==> src/rtl/sv_uart_rx_packer.sv <==
// Packs the UART receiver byte stream into DATA_WIDTH-bit words (first byte in MSBs)
// and drops a partial word after TIMEOUT_BITS idle UART bit periods.
module sv_uart_rx_packer #(
    parameter int unsigned DATA_WIDTH   = 24,
    parameter int unsigned TIMEOUT_BITS = 20
) (
    input  logic                  iclk,
    input  logic                  irst_n,
    input  logic [7:0]            s_axis_tdata,
    input  logic                  s_axis_tvalid,
    output logic                  s_axis_tready,
    output logic [DATA_WIDTH-1:0] m_axis_tdata,
    output logic                  m_axis_tvalid,
    input  logic                  m_axis_tready,
    input  logic [15:0]           idivider,
    output logic                  otimeout
);

    localparam int unsigned WORDS_NUM = DATA_WIDTH / 8;
    localparam int unsigned ACC_W     = DATA_WIDTH - 8;
    localparam int unsigned CNT_W     = $clog2(WORDS_NUM);
    localparam int unsigned BITS_W    = $clog2(TIMEOUT_BITS + 1);

    logic [CNT_W-1:0]      cnt;
    logic [ACC_W-1:0]      acc;
    logic [DATA_WIDTH-1:0] out_dat;
    logic                  out_vld;
    logic [15:0]           pre;
    logic [BITS_W-1:0]     bits;

    logic                  last_c;
    logic                  accept_c;
    logic                  count_c;
    logic                  tick_c;
    logic                  discard_c;
    logic [15:0]           div_m1_c;

    // Only the byte that would complete a word stalls behind a pending output word.
    always_comb begin
        last_c        = (cnt == CNT_W'(WORDS_NUM - 1));
        s_axis_tready = ~(last_c && out_vld && ~m_axis_tready);
        accept_c      = s_axis_tvalid && s_axis_tready;
        div_m1_c      = (idivider == 16'd0) ? 16'd0 : idivider - 16'd1;
        count_c       = (cnt != '0) && ~s_axis_tvalid;
        tick_c        = count_c && (pre == div_m1_c);
        discard_c     = tick_c && (bits == BITS_W'(TIMEOUT_BITS - 1));
    end

    assign m_axis_tdata  = out_dat;
    assign m_axis_tvalid = out_vld;

    always_ff @(posedge iclk or negedge irst_n) begin
        if (!irst_n) begin
            cnt      <= '0;
            acc      <= '0;
            out_dat  <= '0;
            out_vld  <= 1'b0;
            pre      <= '0;
            bits     <= '0;
            otimeout <= 1'b0;
        end else begin
            otimeout <= 1'b0;
            if (m_axis_tready) begin
                out_vld <= 1'b0;
            end
            // A byte accept always wins over a concurrent idle tick.
            if (accept_c) begin
                pre  <= '0;
                bits <= '0;
                if (last_c) begin
                    out_dat <= {acc, s_axis_tdata};
                    out_vld <= 1'b1;
                    cnt     <= '0;
                    acc     <= '0;
                end else begin
                    acc <= ACC_W'({acc, s_axis_tdata});
                    cnt <= cnt + CNT_W'(1);
                end
            end else if (count_c) begin
                if (tick_c) begin
                    pre <= '0;
                    if (discard_c) begin
                        bits     <= '0;
                        cnt      <= '0;
                        acc      <= '0;
                        otimeout <= 1'b1;
                    end else begin
                        bits <= bits + BITS_W'(1);
                    end
                end else begin
                    pre <= pre + 16'd1;
                end
            end
        end
    end

endmodule

==> config.mk <==
export PLATFORM = sky130hd
export DESIGN_NAME = sv_uart_rx_packer
export DESIGN_NICKNAME = d
export VERILOG_FILES = /design/src/rtl/sv_uart_rx_packer.sv
export SDC_FILE = /design/constraint.sdc
export NUM_CORES = 1
export LEC_CHECK = 0
export BUFFER_PORTS_ARGS = -buffer_cell sky130_fd_sc_hd__buf_2
export CAP_MARGIN = 20
export CORE_ASPECT_RATIO = 1.4
export CORE_UTILIZATION = 62
export DETAILED_ROUTE_END_ITERATION = 12
export HOLD_SLACK_MARGIN = 0.05
export PLACE_DENSITY = 0.86
export SETUP_SLACK_MARGIN = 0.1
export SYNTH_ARGS = -nofsm -noshare
export SYNTH_HDL_FRONTEND = slang
export SYNTH_SLANG_ARGS = --single-unit
==> constraint.sdc <==
create_clock -name iclk -period 6.6 [get_ports iclk]
set_input_delay 1.98 -clock iclk [delete_from_list [all_inputs] [get_ports iclk]]
set_output_delay 1.98 -clock iclk [all_outputs]
set_load 0.01 [all_outputs]
==> run metrics <==
endpoints failing setup=0; crit path kind=input pin to register; Synth Flop Type=dfrtp_1; WP buf/inv=2; startpoint types=input pin; Post-Synth Adder-Cell Area=0.0101; Detailed Place HPWL=6150 microns; full die area=6320 sq um; crit-path leading delay family=simple AND/OR/NAND/NOR gates; Post-Synth XOR/XNOR Area=0.0589; Synth Instances=376; setup slack, reg-to-reg=3.15 ns; Die W=67.5 microns; area growth from synthesis to layout=12.6%; synth warn=0; CTS H-tree depth=3; Min Clock Period, post-route=5.52 ns; # Max-Cap Violations=0; endpoint arrival time on the critical path=5.74 ns; Crit. path cell count=10; Critical Path End Type=register; cts repair resizes=0; CP required=6.83 ns; total routed wirelength=8930 microns; RSZ-0062 raised after global routing=false; async set-reset flop share out of synthesis=1.00; Final nets=452; final setup margin=1.08 ns; first-pass GRT wire length=14,300 microns; Critical R2R Launch=pre[2]; CP startpoint=idivider[0]; Clk Latency, worst-skew pair=0.35 ns; CP max stage delay=0.76 ns; simple-gate share of the synthesized area=0.230; CTS tree=yes; CP Cell Sequence=buf_2 -> inv_1 -> ha_1 -> nor3b_2 -> nand4_1 -> a311oi_1 -> or4bb_1 -> or4_1 -> or2_1 -> a32o_1; Fin. Hold Viols=0; DR DRC count=0; Slew Limit Fails=0; CTS root buffer=clkbuf_8; setup_tns=0 ns; post-synthesis sequential area ratio=0.437; Post-synth EDFFs=0; Peak Freq=181 MHz; clock slew seen by the registers of the worst setup and hold paths=0.07 ns; 1st-iter DRT viols=213; Syn Nets=407; I/O pins=55; Final ANT Viol Nets=0; worst-path fanout max=18; total CTS buffers=9; Post-Syn Area=3720 sq um; Avg Cell Area, Syn=9.89 sq um; postcts setup bufs=0; Final Cycle Share=0.836; WHS=0.498 ns; crit path to=acc[7]; initial antenna violation count=0; row count=33; Starting Density=0.639; PD cells=301 nW/um^2; I/O Buffers=54; hold buffers post-CTS=0; status=completed; Pleak=0.00178 uW; largest family of logic cells by synthesized area=simple AND/OR/NAND/NOR gates; pre-CTS setup slack=0.818 ns; Layout fillers=418; Pre-antenna DRT Iters=5; worst r2r dst=acc[7]; diode count=0; wire per inst=18.0 microns; Longest Clk Path Bufs=2; share of cells above drive strength 1=0.242; die height=93.6 microns; Compound-Gate Fraction of Synth Area=0.146; GPL Wtd Cong=0.986; count of cell types in the netlist=57; HP Class=register to register; pin count of the biggest net entering global routing=66; Total GRT Usage=0.307; mux contribution to synthesized area=0.0808; final clock skew=0.0129 ns; clock sink count=65; vias in the first global route=2,982; Rel. slew slack=0.309; Vias/cell=6.64; Yosys reg bits=65; aggregate global routing overflow=0; Worst-Margin Slew=1.03 ns; DR vias=3,294; VDD IR-drop max=246 uV; Core Area=5820 sq um; Slowest cell on crit path=or4_1; R2R cell count=7
kinds of logic after synthesis:
group	Yosys count
simple gates	155
compound gates	69
flops	65
buf+inv	32
mux	27
xor+xnor	25
fa+ha+maj	3
cell type report:
| cell class | instances | area, sq um | share of cell area |
|---|---|---|---|
| clock inverter | 5 | 55.1 | 0.0131 |
| tap | 70 | 87.6 | 0.0209 |
| timing repair buffer | 56 | 285 | 0.0681 |
| sequential | 65 | 1630 | 0.388 |
| clock buffer | 11 | 141 | 0.0338 |
| inverter | 10 | 37.5 | 0.00896 |
| multi-input combinational | 279 | 1950 | 0.467 |
flip-flops by register name (all words and copies together) (netlist names):
name,flops
pre,16
cnt,2
m_axis_tdata,24
m_axis_tvalid,1
acc,16
otimeout,1
bits,5
per-stage QoR:
step           total power (uW)  utilization  instance area (sq um)  std cells
2_1_floorplan               779            -                   3720        376
5_1_grt                    1320        0.719                   4190        496
3_3_place_gp                899        0.684                   3980        479
3_5_place_dp                915        0.684                   3980        479
6_report                   1260        0.719                   4190        496
4_1_cts                    1260        0.718                   4180        495
worst min-delay path by stage:
stage | start | to | slack [ns] | depth (start not counted)
floorplan | acc[8] | m_axis_tdata[16] | 0.48 | 1
global placement | m_axis_tdata[6] | m_axis_tdata[6] | 0.48 | 1
detailed placement | m_axis_tdata[21] | m_axis_tdata[21] | 0.49 | 1
CTS | m_axis_tdata[6] | m_axis_tdata[6] | 0.50 | 1
global route | m_axis_tdata[1] | m_axis_tdata[1] | 0.52 | 1
finish | m_axis_tdata[6] | m_axis_tdata[6] | 0.50 | 1
per-layer routing:
metal	share of wire	GRT usage	wire length, microns
met1	0.40	0.371	3560
met2	0.51	0.506	4520
met3	0.052	0.0524	463
met4	0.044	0.172	394
met5	0	0	0
layout by cell type (no fill, tap or decap), types with 3 or more instances in the layout:
master / instances
dfrtp_1: 65
buf_2: 54
nor2_1: 37
mux2_2: 24
nand2_1: 21
a32o_1: 18
nor4_1: 13
xnor2_1: 13
xor2_1: 12
nor2b_1: 11
nand3_1: 11
inv_1: 10
clkbuf_8: 10
o21ai_0: 9
nor3_1: 9
nand4_1: 9
or3_1: 7
or4_1: 7
a21oi_1: 6
o2111ai_1: 6
and3_1: 5
nand2b_1: 4
or2_2: 4
o31ai_1: 3
a21boi_0: 3
o31a_1: 3
a31oi_1: 3
mux2i_1: 3
ha_1: 3
cell usage after synthesis (all sizes together) (2+ instances only):
master	n	share of area
and3	5	0.0084
nand4	9	0.015
a22oi	2	0.0040
dfrtp	65	0.44
inv	10	0.010
a31oi	3	0.0050
nor4b	2	0.0047
nand2b	4	0.0067
nand2	21	0.021
clkbuf	17	0.017
nor3b	3	0.0074
or3	7	0.012
xor2	12	0.028
or2	5	0.0084
nor2b	11	0.019
or4	7	0.014
xnor2	13	0.031
a32o	18	0.048
or3b	2	0.0047
o2111ai	6	0.014
buf	5	0.0098
o22ai	2	0.0034
nor2	37	0.037
mux2	24	0.073
o21ai	9	0.012
o211ai	2	0.0040
o21a	2	0.0040
a21oi	6	0.0081
o31ai	3	0.0061
a21boi	3	0.0061
mux2i	3	0.0081
nor3	9	0.012
nand3	11	0.015
ha	3	0.010
and4	2	0.0047
nor4	14	0.025
o31a	3	0.0071
and2	2	0.0034
power by group:
group          total (uW)  internal (uW)  switching [uW]
registers             576            500            75.6
logic                 349            171             178
clock network         335            183             151
worst register-to-register path, cell delays in order, from the launching register on:
cell and delay, ns:
dfrtp_1 0.51, or3b_2 0.47, a211oi_1 0.23, nor3b_1 0.15, a311o_1 0.34, or4_1 0.69, or2_1 0.57, a32o_1 0.38
No activity file was read; power rests on OpenSTA's default activity.
